<file path="src/rtl/pio_fifo.sv">
// pio_fifo: TX/RX FIFO pair between the host bus and one PIO state machine.
// Define PIO_FIFO_JOIN_EN to add join_tx/join_rx depth-doubling inputs.
module pio_fifo #(
    parameter int DEPTH = 4,
    localparam int LW = $clog2(DEPTH) + 1,
`ifdef PIO_FIFO_JOIN_EN
    localparam int OW = LW + 1
`else
    localparam int OW = LW
`endif
) (
    input  logic          clk,
    input  logic          reset,
    input  logic [31:0]   tx_wdata,
    input  logic          tx_write,
    output logic          tx_full,
    output logic [OW-1:0] tx_level,
    output logic [31:0]   rx_rdata,
    input  logic          rx_read,
    output logic          rx_empty,
    output logic [OW-1:0] rx_level,
    output logic [31:0]   sm_dout,
    output logic          sm_empty,
    input  logic          sm_pull,
    input  logic [31:0]   sm_din,
    input  logic          sm_push,
    output logic          sm_full,
`ifdef PIO_FIFO_JOIN_EN
    input  logic          join_tx,
    input  logic          join_rx,
`endif
    output logic [3:0]    flags,
    input  logic [3:0]    flags_clr
);

    localparam int PW = LW + 1;
    localparam int D2 = 2 * DEPTH;
    typedef logic [PW-1:0] ptr_t;

    logic jt, jr, flush;
    ptr_t tx_wp_q, tx_wp_d, tx_rp_q, tx_rp_d;
    ptr_t rx_wp_q, rx_wp_d, rx_rp_q, rx_rp_d;
    ptr_t tx_mask, rx_mask, tx_cap, rx_cap, tx_lvl, rx_lvl;
    logic tx_full_s, tx_empty_s, rx_full_s, rx_empty_s;
    logic tx_wen, tx_ren, rx_wen, rx_ren;
    logic [LW-1:0] tx_widx, tx_ridx, rx_widx, rx_ridx;
    logic [3:0] flags_q, flags_d;
    logic [31:0] mem_q [D2];

`ifdef PIO_FIFO_JOIN_EN
    logic jt_q, jt_d, jr_q, jr_d;

    always_comb begin
        jt_d = join_tx;
        jr_d = join_rx;
    end

    always_ff @(posedge clk) begin
        jt_q <= jt_d;
        jr_q <= jr_d;
    end

    // A mode change re-partitions the RAM, so queued words are dropped
    assign flush = (jt_d != jt_q) | (jr_d != jr_q);
    assign jt = jt_q;
    assign jr = jr_q & ~jt_q;
`else
    logic unused_ok;
    assign jt = 1'b0;
    assign jr = 1'b0;
    assign flush = 1'b0;
    assign unused_ok = ^{tx_lvl[PW-1], rx_lvl[PW-1]};
`endif

    // A disabled direction gets capacity 0: permanently full and empty
    always_comb begin
        tx_mask = jt ? ptr_t'(2 * D2 - 1) : ptr_t'(D2 - 1);
        rx_mask = jr ? ptr_t'(2 * D2 - 1) : ptr_t'(D2 - 1);
        tx_cap = jr ? '0 : (jt ? ptr_t'(D2) : ptr_t'(DEPTH));
        rx_cap = jt ? '0 : (jr ? ptr_t'(D2) : ptr_t'(DEPTH));
        tx_lvl = (tx_wp_q - tx_rp_q) & tx_mask;
        rx_lvl = (rx_wp_q - rx_rp_q) & rx_mask;
        tx_full_s = (tx_lvl == tx_cap);
        rx_full_s = (rx_lvl == rx_cap);
        tx_empty_s = (tx_lvl == '0);
        rx_empty_s = (rx_lvl == '0);
    end

    always_comb begin
        tx_widx = jt ? tx_wp_q[LW-1:0] : {1'b0, tx_wp_q[LW-2:0]};
        tx_ridx = jt ? tx_rp_q[LW-1:0] : {1'b0, tx_rp_q[LW-2:0]};
        rx_widx = jr ? rx_wp_q[LW-1:0] : {1'b1, rx_wp_q[LW-2:0]};
        rx_ridx = jr ? rx_rp_q[LW-1:0] : {1'b1, rx_rp_q[LW-2:0]};
    end

    always_comb begin
        tx_wen = tx_write & ~tx_full_s;
        tx_ren = sm_pull & ~tx_empty_s;
        rx_wen = sm_push & ~rx_full_s;
        rx_ren = rx_read & ~rx_empty_s;
        tx_wp_d = tx_wen ? (tx_wp_q + ptr_t'(1)) & tx_mask : tx_wp_q;
        tx_rp_d = tx_ren ? (tx_rp_q + ptr_t'(1)) & tx_mask : tx_rp_q;
        rx_wp_d = rx_wen ? (rx_wp_q + ptr_t'(1)) & rx_mask : rx_wp_q;
        rx_rp_d = rx_ren ? (rx_rp_q + ptr_t'(1)) & rx_mask : rx_rp_q;
        if (flush) begin
            tx_wp_d = '0;
            tx_rp_d = '0;
            rx_wp_d = '0;
            rx_rp_d = '0;
        end
        flags_d = (flags_q & ~flags_clr) | {rx_read & rx_empty_s,
                                            tx_write & tx_full_s,
                                            sm_push & rx_full_s,
                                            sm_pull & tx_empty_s};
    end

    always_ff @(posedge clk) begin
        if (reset) begin
            tx_wp_q <= '0;
            tx_rp_q <= '0;
            rx_wp_q <= '0;
            rx_rp_q <= '0;
            flags_q <= '0;
        end else begin
            tx_wp_q <= tx_wp_d;
            tx_rp_q <= tx_rp_d;
            rx_wp_q <= rx_wp_d;
            rx_rp_q <= rx_rp_d;
            flags_q <= flags_d;
        end
    end

    always_ff @(posedge clk) begin
        if (tx_wen) mem_q[tx_widx] <= tx_wdata;
        if (rx_wen) mem_q[rx_widx] <= sm_din;
    end

    assign tx_full = tx_full_s;
    assign sm_empty = tx_empty_s;
    assign sm_full = rx_full_s;
    assign rx_empty = rx_empty_s;
    assign tx_level = tx_lvl[OW-1:0];
    assign rx_level = rx_lvl[OW-1:0];
    assign sm_dout = tx_empty_s ? '0 : mem_q[tx_ridx];
    assign rx_rdata = rx_empty_s ? '0 : mem_q[rx_ridx];
    assign flags = flags_q;

endmodule

</file>
<file path="config.mk">
export PLATFORM = sky130hd
export DESIGN_NAME = pio_fifo
export DESIGN_NICKNAME = d
export VERILOG_FILES = /design/src/rtl/pio_fifo.sv
export SDC_FILE = /design/constraint.sdc
export NUM_CORES = 1
export LEC_CHECK = 0
export ABC_AREA = 1
export CAP_MARGIN = 15
export CORE_MARGIN = 2
export CORE_UTILIZATION = 35
export CTS_BUF_LIST = sky130_fd_sc_hd__clkbuf_4
export DETAILED_ROUTE_END_ITERATION = 7
export DONT_BUFFER_PORTS = 1
export SLEW_MARGIN = 20
export SYNTH_ARGS = -nofsm -noshare
export SYNTH_HDL_FRONTEND = slang
export SYNTH_SLANG_ARGS = --single-unit
</file>
<file path="constraint.sdc">
create_clock -name clk -period 10.6 [get_ports clk]
set_clock_uncertainty 0.2 [all_clocks]
set_input_delay 2.12 -clock clk [delete_from_list [all_inputs] [get_ports clk]]
set_output_delay 2.12 -clock clk [all_outputs]
set_load 0.02 [all_outputs]
</file>
Word-level counts from Yosys, hierarchy flattened
Memories as Yosys holds them, arrays and structs flattened. A register that Yosys moved wholly into a read port is not among the register bits. Cells that the tools add are included.

Add/subtract/negate cells: 6. Bitwise gates (word level): 15. Muxes and demuxes: 10. Reductions and logical operators: 2. Equal/unequal tests: 2.

Operators with widths (count): $mux W32 (2); $add A3 B1 Y3 const B (4); $mux W3 (4); $and A1 B1 Y1 (8); $logic_not A4 Y1 (2); $eq A3 B3 Y1 const B (2); $sub A3 B3 Y3 (2); $and A4 B4 Y4 (1); $mux W1 (4); $not A1 Y1 (4); $not A4 Y4 (1); $or A4 B4 Y4 (1).

Output and inout port bits: 78. Register bits: 16. Logic and storage cells: 41. Memories: 1. RAM bits: 256. Bits of input ports: 74.

Memories: mem_q (words 8, bits a word 32, read ports 2, clocked after Yosys merged registers in 2, wr ports 2, line 48) `logic [31:0] mem_q [D2];`.

Depth between registers and ports, before layout
Gate-level depths: netlist of the first run.

Word-level depth: 6. Depth in mapped cells: 11. Gate-level depth less buffers: 11.

Worst setup path after synthesis of the first run
No wires, ideal clock.

Kind: input -> register. Start point: input port sm_push. End point: memory mem_q[4][0], enable pin. Arrival time: 3.562 ns. Cell stages on the path: 2. Required time: 9.979 ns. Slack: 6.417 ns. Setup time: 0.421 ns. Path buffers: 0. Cell sequence: nand2_1 > nor2_1.

RTL lines: start: declaration (line 26) `input logic sm_push,`; end: declaration (line 48).

Worst setup path in the final report of the first run
Start point: register rx_wp_q[0]. End point: output port rx_rdata[22].

Cells in the longest elaborated chain, start to end: 3.

RTL lines: start: declaration (line 42) `ptr_t rx_wp_q, rx_wp_d, rx_rp_q, rx_rp_d;`; start signal: assignment (line 127) `rx_wp_q <= rx_wp_d;`; $sub A3 B3 Y3 (line 82) `rx_lvl = (rx_wp_q - rx_rp_q) & rx_mask;`; $logic_not A4 Y1 (line 86) `rx_empty_s = (rx_lvl == '0);`; $mux W32 (line 145) `assign rx_rdata = rx_empty_s ? '0 : mem_q[rx_ridx];`; end: declaration (line 18) `output logic [31:0] rx_rdata,`.

Every way passes these cells.

==> flow_summary.toml, run 1 <==
[status]
status = "complete, no violations"

[worst_setup_path]
cp_max_fo = 39
worstPathArrival_ps = 3320
reg2reg_depth = 10
worstPathRequired_ps = 8280
endpoint_kind = "output port"
r2r_slack_ps = 7100
rr_startpoint = "rx_wp_q[0]$_SDFFE_PP0P_"
worstSetupStartpointType = "flip-flop"
criticalPathCategory = "reg -> out"
rr_endpoint = "mem_q[6][19]$_DFFE_PP_"

[grt]
grt_use_total_pct = 14.01
grt_pass1_vias = 7362
grt-ovfl-total = 0
antenna_found_initial = 1
grt_pass1_wl_um = 36760
grt_max_degree = 66

[layout]
seqCellArea_um2 = 8093
drive_gt1_share_pct = 12.94
final_cell_mix = "edfxtp_1 (256), nor2_1 (206), o21ai_0 (164)"
syn_to_final_growth_pct = 12.22
nFillCells = 3032
final_common_cell = "edfxtp_1"
multi_input_area_um2 = 2623
nets = 1125
fin_util_pct = 40.03

[die]
pin_count = 152
start_util_pct = 35.67
die_y_um = 183.8
die_w_um = 183.8
coreArea_um2 = 31720
dieArea_um2 = 33780
rows = 65

[sta]
final.setup.tns_ps = 0
fin_hold_ws_ps = 350.2
maxSlewHeadroom_pct = 26.04
setup_ws_ps = 4959
hold_viol_final = 0
drv_slew = 0
setup_viol = 0
worst_slew_pin_slew_ps = 1107
period_minus_slack_ps = 5641
fmax_mhz = 177.3
finalCritPeriodShare_pct = 53.22
rsz0062_at_grt = "no"

[yosys]
syn_nets = 1086
synth.avg_cell_area_um2 = 11.34
async_flop_share_pct = 0
synth_cells = 998
synth_seq_cells = 276
synth_area_um2 = 11310
synth-seq-area-share_pct = 71.48
synth-edff-count = 256
synth_warnings = 0
synth.distinct_cells = 22
synthFlopType = "edfxtp_1"

[drt]
wirelength_um = 22820
drt_iter0_drc = 368
wl_per_cell_um = 15.28
drt-pass1-iter-count = 5
avgViaCountPerCell = 4.746
ant_nets = 0
vias = 7091
drc_errors = 0

[clock_network]
clock_sinks = 276
cts_buffers = 74
cts_setup_buffers = 0
clk_pin_slew_worst_paths_ps = 70
root_buffer = "clkbuf_4"
cts_tree = "built"
cts_max_level = 3
cts_hold_buf = 0
clock_latency_ps = 690
post_cts_resize_count = 0
cts_max_path_buffers = 3

[placed_design]
port_buffers = 0
gp_congestion = 0.7112
post-dp-hpwl_um = 12970
dp_slack_ps = 5654

[min_path]
hp-start = "tx_wp_q[1]$_SDFFE_PP0P_"
hp-class = "reg -> reg"
worst_hold_path.endpoint = "tx_wp_q[1]$_SDFFE_PP0P_"
hold_depth = 2

[run]
drv_cap = 0

[power]
ir_worst_vdd_uv = 187.2
p_leak_nw = 4.911
cellPowerDensity_nw_per_um2 = 311.9
critical path: stages (launching register included):
cell and delay [ps]:
dfxtp_1 410, inv_1 110, ha_1 220, fa_1 500
nand2_1 70, inv_1 130, nand3_2 680, nand2_1 340
inv_1 150
state kept, by name, indices dropped and copies added (netlist names), named ones only:
name	count
flags	4
mem_q	256
rx_rp_q	3
rx_wp_q	3
tx_rp_q	3
tx_wp_q	3
cell usage after synthesis (4+ instances only):
master,n,area share (%)
edfxtp_1,256,68
nand3_1,18,0.80
o21ai_0,164,7.3
nand2_1,106,3.5
nor2_1,212,7.0
dfxtp_1,20,3.5
buf_6,4,0.40
ha_1,12,1.3
buf_1,4,0.13
a21oi_1,16,0.71
o21ai_1,28,1.2
clkbuf_1,22,0.73
buf_2,12,0.53
buf_4,4,0.27
inv_1,105,3.5
layer usage:
layer / global-route usage, % / share of wire [%] / vias up
li1: - / - / 3496
met1: 15.69 / 42 / 3333
met2: 23.58 / 47 / 219
met3: 5.646 / 8.4 / 43
met4: 6.080 / 2.1 / 0
met5: 0 / 0 / -
metrics by stage:
step	cell area [um^2]	instances	total power [mW]
after floorplan	11310	998	2.790
after CTS	12640	1490	4.028
after global routing	12700	1494	4.285
after detailed placement	11700	1361	3.079
final	12700	1494	3.960
after global placement	11700	1361	3.051
cell families (layout without fill, tap and decap cells):
group                    Yosys count  count (layout)  share of synthesized area [%]
buffers and inverters            156             248                          5.739
AND/OR/NAND/NOR                  343             343                          11.83
other                              0               2                              0
adder cells (fa/ha/maj)           14              14                          1.681
flip-flops                       276             276                          71.48
AO/OA/AOI/OAI                    209             209                          9.267
how the worst max path moves through the flow:
stage / start / end / slack [ps] / cells after the start
finish: rx_wp_q[0]$_SDFFE_PP0P_ / rx_rdata[22] / 4960 / 8
global route: rx_wp_q[0]$_SDFFE_PP0P_ / rx_rdata[24] / 4610 / 8
CTS: tx_wp_q[0]$_SDFFE_PP0P_ / sm_dout[16] / 4850 / 8
detailed placement: rx_wp_q[0]$_SDFFE_PP0P_ / rx_rdata[22] / 5650 / 8
global placement: rx_wp_q[0]$_SDFFE_PP0P_ / rx_rdata[26] / 5720 / 8
floorplan: sm_push / mem_q[4][0]$_DFFE_PP_ / 6420 / 2
where the power goes:
part,internal [mW],switching [mW],leakage [nW]
sequential,1.39,0.0529,2.51
clock,0.519,0.410,0.567
combinational,0.326,1.26,1.83
total,2.24,1.72,4.91
cell type report:
class	instances	area share, %
Clock inverter	27	1.449
Sequential cell	276	63.74
Timing Repair Buffer	12	0.9657
Clock buffer	102	6.031
Multi-Input combinational cell	566	20.65
Antenna cell	2	0.03942
Tap cell	402	3.961
Inverter	107	3.163
Note: power is estimated with default switching activity, not from simulation.
==> run 2, diff against run 1 <==
==> constraint.sdc (replaced) <==
create_clock -name clk -period 4.9 [get_ports clk]
set_clock_uncertainty 0.2 [all_clocks]
set_input_delay 0.98 -clock clk [delete_from_list [all_inputs] [get_ports clk]]
set_output_delay 0.98 -clock clk [all_outputs]
set_load 0.02 [all_outputs]
==> run 2 against run 1 <==
Sequential cell count unchanged. Count of clock-buffer cells in the layout is 4 higher. Sequential share of layout area about the same. Register-to-register slack got worse by 5700 ps. Final cell count fell by 0.20%. Die area stayed put. Combinational power increased by 110%. Highest routed layer unchanged. Wire length up 2.5%. Critical path type unchanged. Hold slack worse by 230 ps. Cell area hardly changed. Largest power group unchanged. Critical path depth increased by 1.
==> flow_summary.toml, run 2 (synthesis results as in run 1) <==
[sta]
period_minus_slack_ps = 4529
maxSlewHeadroom_pct = 28.39
drv_slew = 0
rsz0062_at_grt = "no"
worst_slew_pin_slew_ps = 1072
fmax_mhz = 220.8
final.setup.tns_ps = 0
hold_viol_final = 0
finalCritPeriodShare_pct = 92.43
setup_viol = 0
fin_hold_ws_ps = 123.9

[power]
clock_power_share_pct = 23.8
cellPowerDensity_nw_per_um2 = 680.3
swShare_pct = 43.53
p_switching_mw = 3.758
total_power_mw = 8.632
ir_worst_vdd_uv = 367.5
p_leak_nw = 4.910
seq_power_share_pct = 37.2
p_int_mw = 4.874
p_comb_share_pct = 39.0

[grt]
grt_pass1_wl_um = 36780
grt_use_total_pct = 14.08
grt-ovfl-total = 0
grt_pass1_vias = 7014
grt_max_degree = 65
antenna_found_initial = 1

[min_path]
hold_depth = 1
hp-class = "in -> reg"

[drt]
drc_errors = 0
wirelength_um = 23390
drt_iter0_drc = 347
drt-pass1-iter-count = 4
wl_per_cell_um = 15.69
avgViaCountPerCell = 4.759
vias = 7095
ant_nets = 0

[placed_design]
post-dp-hpwl_um = 13510
port_buffers = 0
post_dp_cell_area_um2 = 11710
gp_congestion = 0.7187

[layout]
seqCellArea_um2 = 8093
syn_to_final_growth_pct = 12.15
fin_util_pct = 40.01
nFillCells = 3037
final_cell_mix = "edfxtp_1 (256), nor2_1 (206), o21ai_0 (164)"
final_cell_area_um2 = 12690
nets = 1127
largest_register_ffs = 256
top_register = "mem_q"
drive_gt1_share_pct = 13.34
multi_input_area_um2 = 2623
final_common_cell = "edfxtp_1"

[clock_network]
cts_max_level = 3
cts_buffers = 75
cts_hold_buf = 0
clock_sinks = 276
root_buffer = "clkbuf_4"
clk_pin_slew_worst_paths_ps = 70
cts_tree = "built"
post_cts_resize_count = 0
clock_latency_ps = 710
cts_setup_buffers = 0
cts_max_path_buffers = 3

[worst_setup_path]
criticalPathCategory = "reg -> out"
endpoint_kind = "output port"
worstPathRequired_ps = 3720
worstSetupStartpointType = "flip-flop"
worstPathArrival_ps = 3350
r2r_slack_ps = 1400
reg2reg_depth = 11
cp_max_fo = 28

[die]
coreArea_um2 = 31720
start_util_pct = 35.67
rows = 65
dieArea_um2 = 33780
die_w_um = 183.8
pin_count = 152
die_y_um = 183.8

[run]
drv_cap = 0

[status]
status = "complete, no violations"
==> run 2: per-layer routing <==
layer / routed length [um] / vias up / GRT usage (%)
li1: - / 3506 / -
met1: 9921 / 3336 / 16.16
met2: 10900 / 226 / 22.84
met3: 2171 / 27 / 6.220
met4: 395 / 0 / 6.112
met5: 0 / - / 0
==> run 2: worst paths after layout <==
kind | start | to
worst max-delay path | rx_wp_q[0]$_SDFFE_PP0P_ | rx_rdata[28]
worst min-delay path | reset | flags[1]$_SDFF_PP0_
worst max register to register | rx_wp_q[0]$_SDFFE_PP0P_ | mem_q[5][9]$_DFFE_PP_
worst min register to register | tx_wp_q[1]$_SDFFE_PP0P_ | tx_wp_q[1]$_SDFFE_PP0P_
==> run 2: through the flow <==
stage	instances	setup slack [ps]
floorplan	998	1303
finish	1491	370.9
global placement	1363	1169
CTS	1488	277.2
detailed placement	1363	1108
global route	1491	86.69
==> run 2: power groups by stage <==
stage | clock, mW | combinational, mW | sequential (mW)
after floorplan | 0 | 2.88 | 3.16
after global placement | 0 | 3.38 | 3.26
after detailed placement | 0 | 3.42 | 3.27
after CTS | 2.13 | 3.42 | 3.22
after global routing | 2.26 | 3.81 | 3.26
final | 2.05 | 3.37 | 3.21
==> run 2: area by class of cell <==
| class | count | area share [%] |
|---|---|---|
| antenna | 2 | 0.03944 |
| clock buffer | 106 | 6.271 |
| clock inverter | 19 | 1.242 |
| inverter | 107 | 3.175 |
| multi-input combinational | 566 | 20.67 |
| sequential | 276 | 63.77 |
| tap | 402 | 3.964 |
| timing repair buffer | 13 | 0.8677 |
==> run 2: worst max-delay path, stage by stage, from the launching register on <==
cell and delay, ps:
dfxtp_1 400, inv_1 100, ha_1 220, fa_1 500
nand2_1 70, inv_1 120, nand3_2 570, buf_4 440
nand2_1 80, inv_1 100
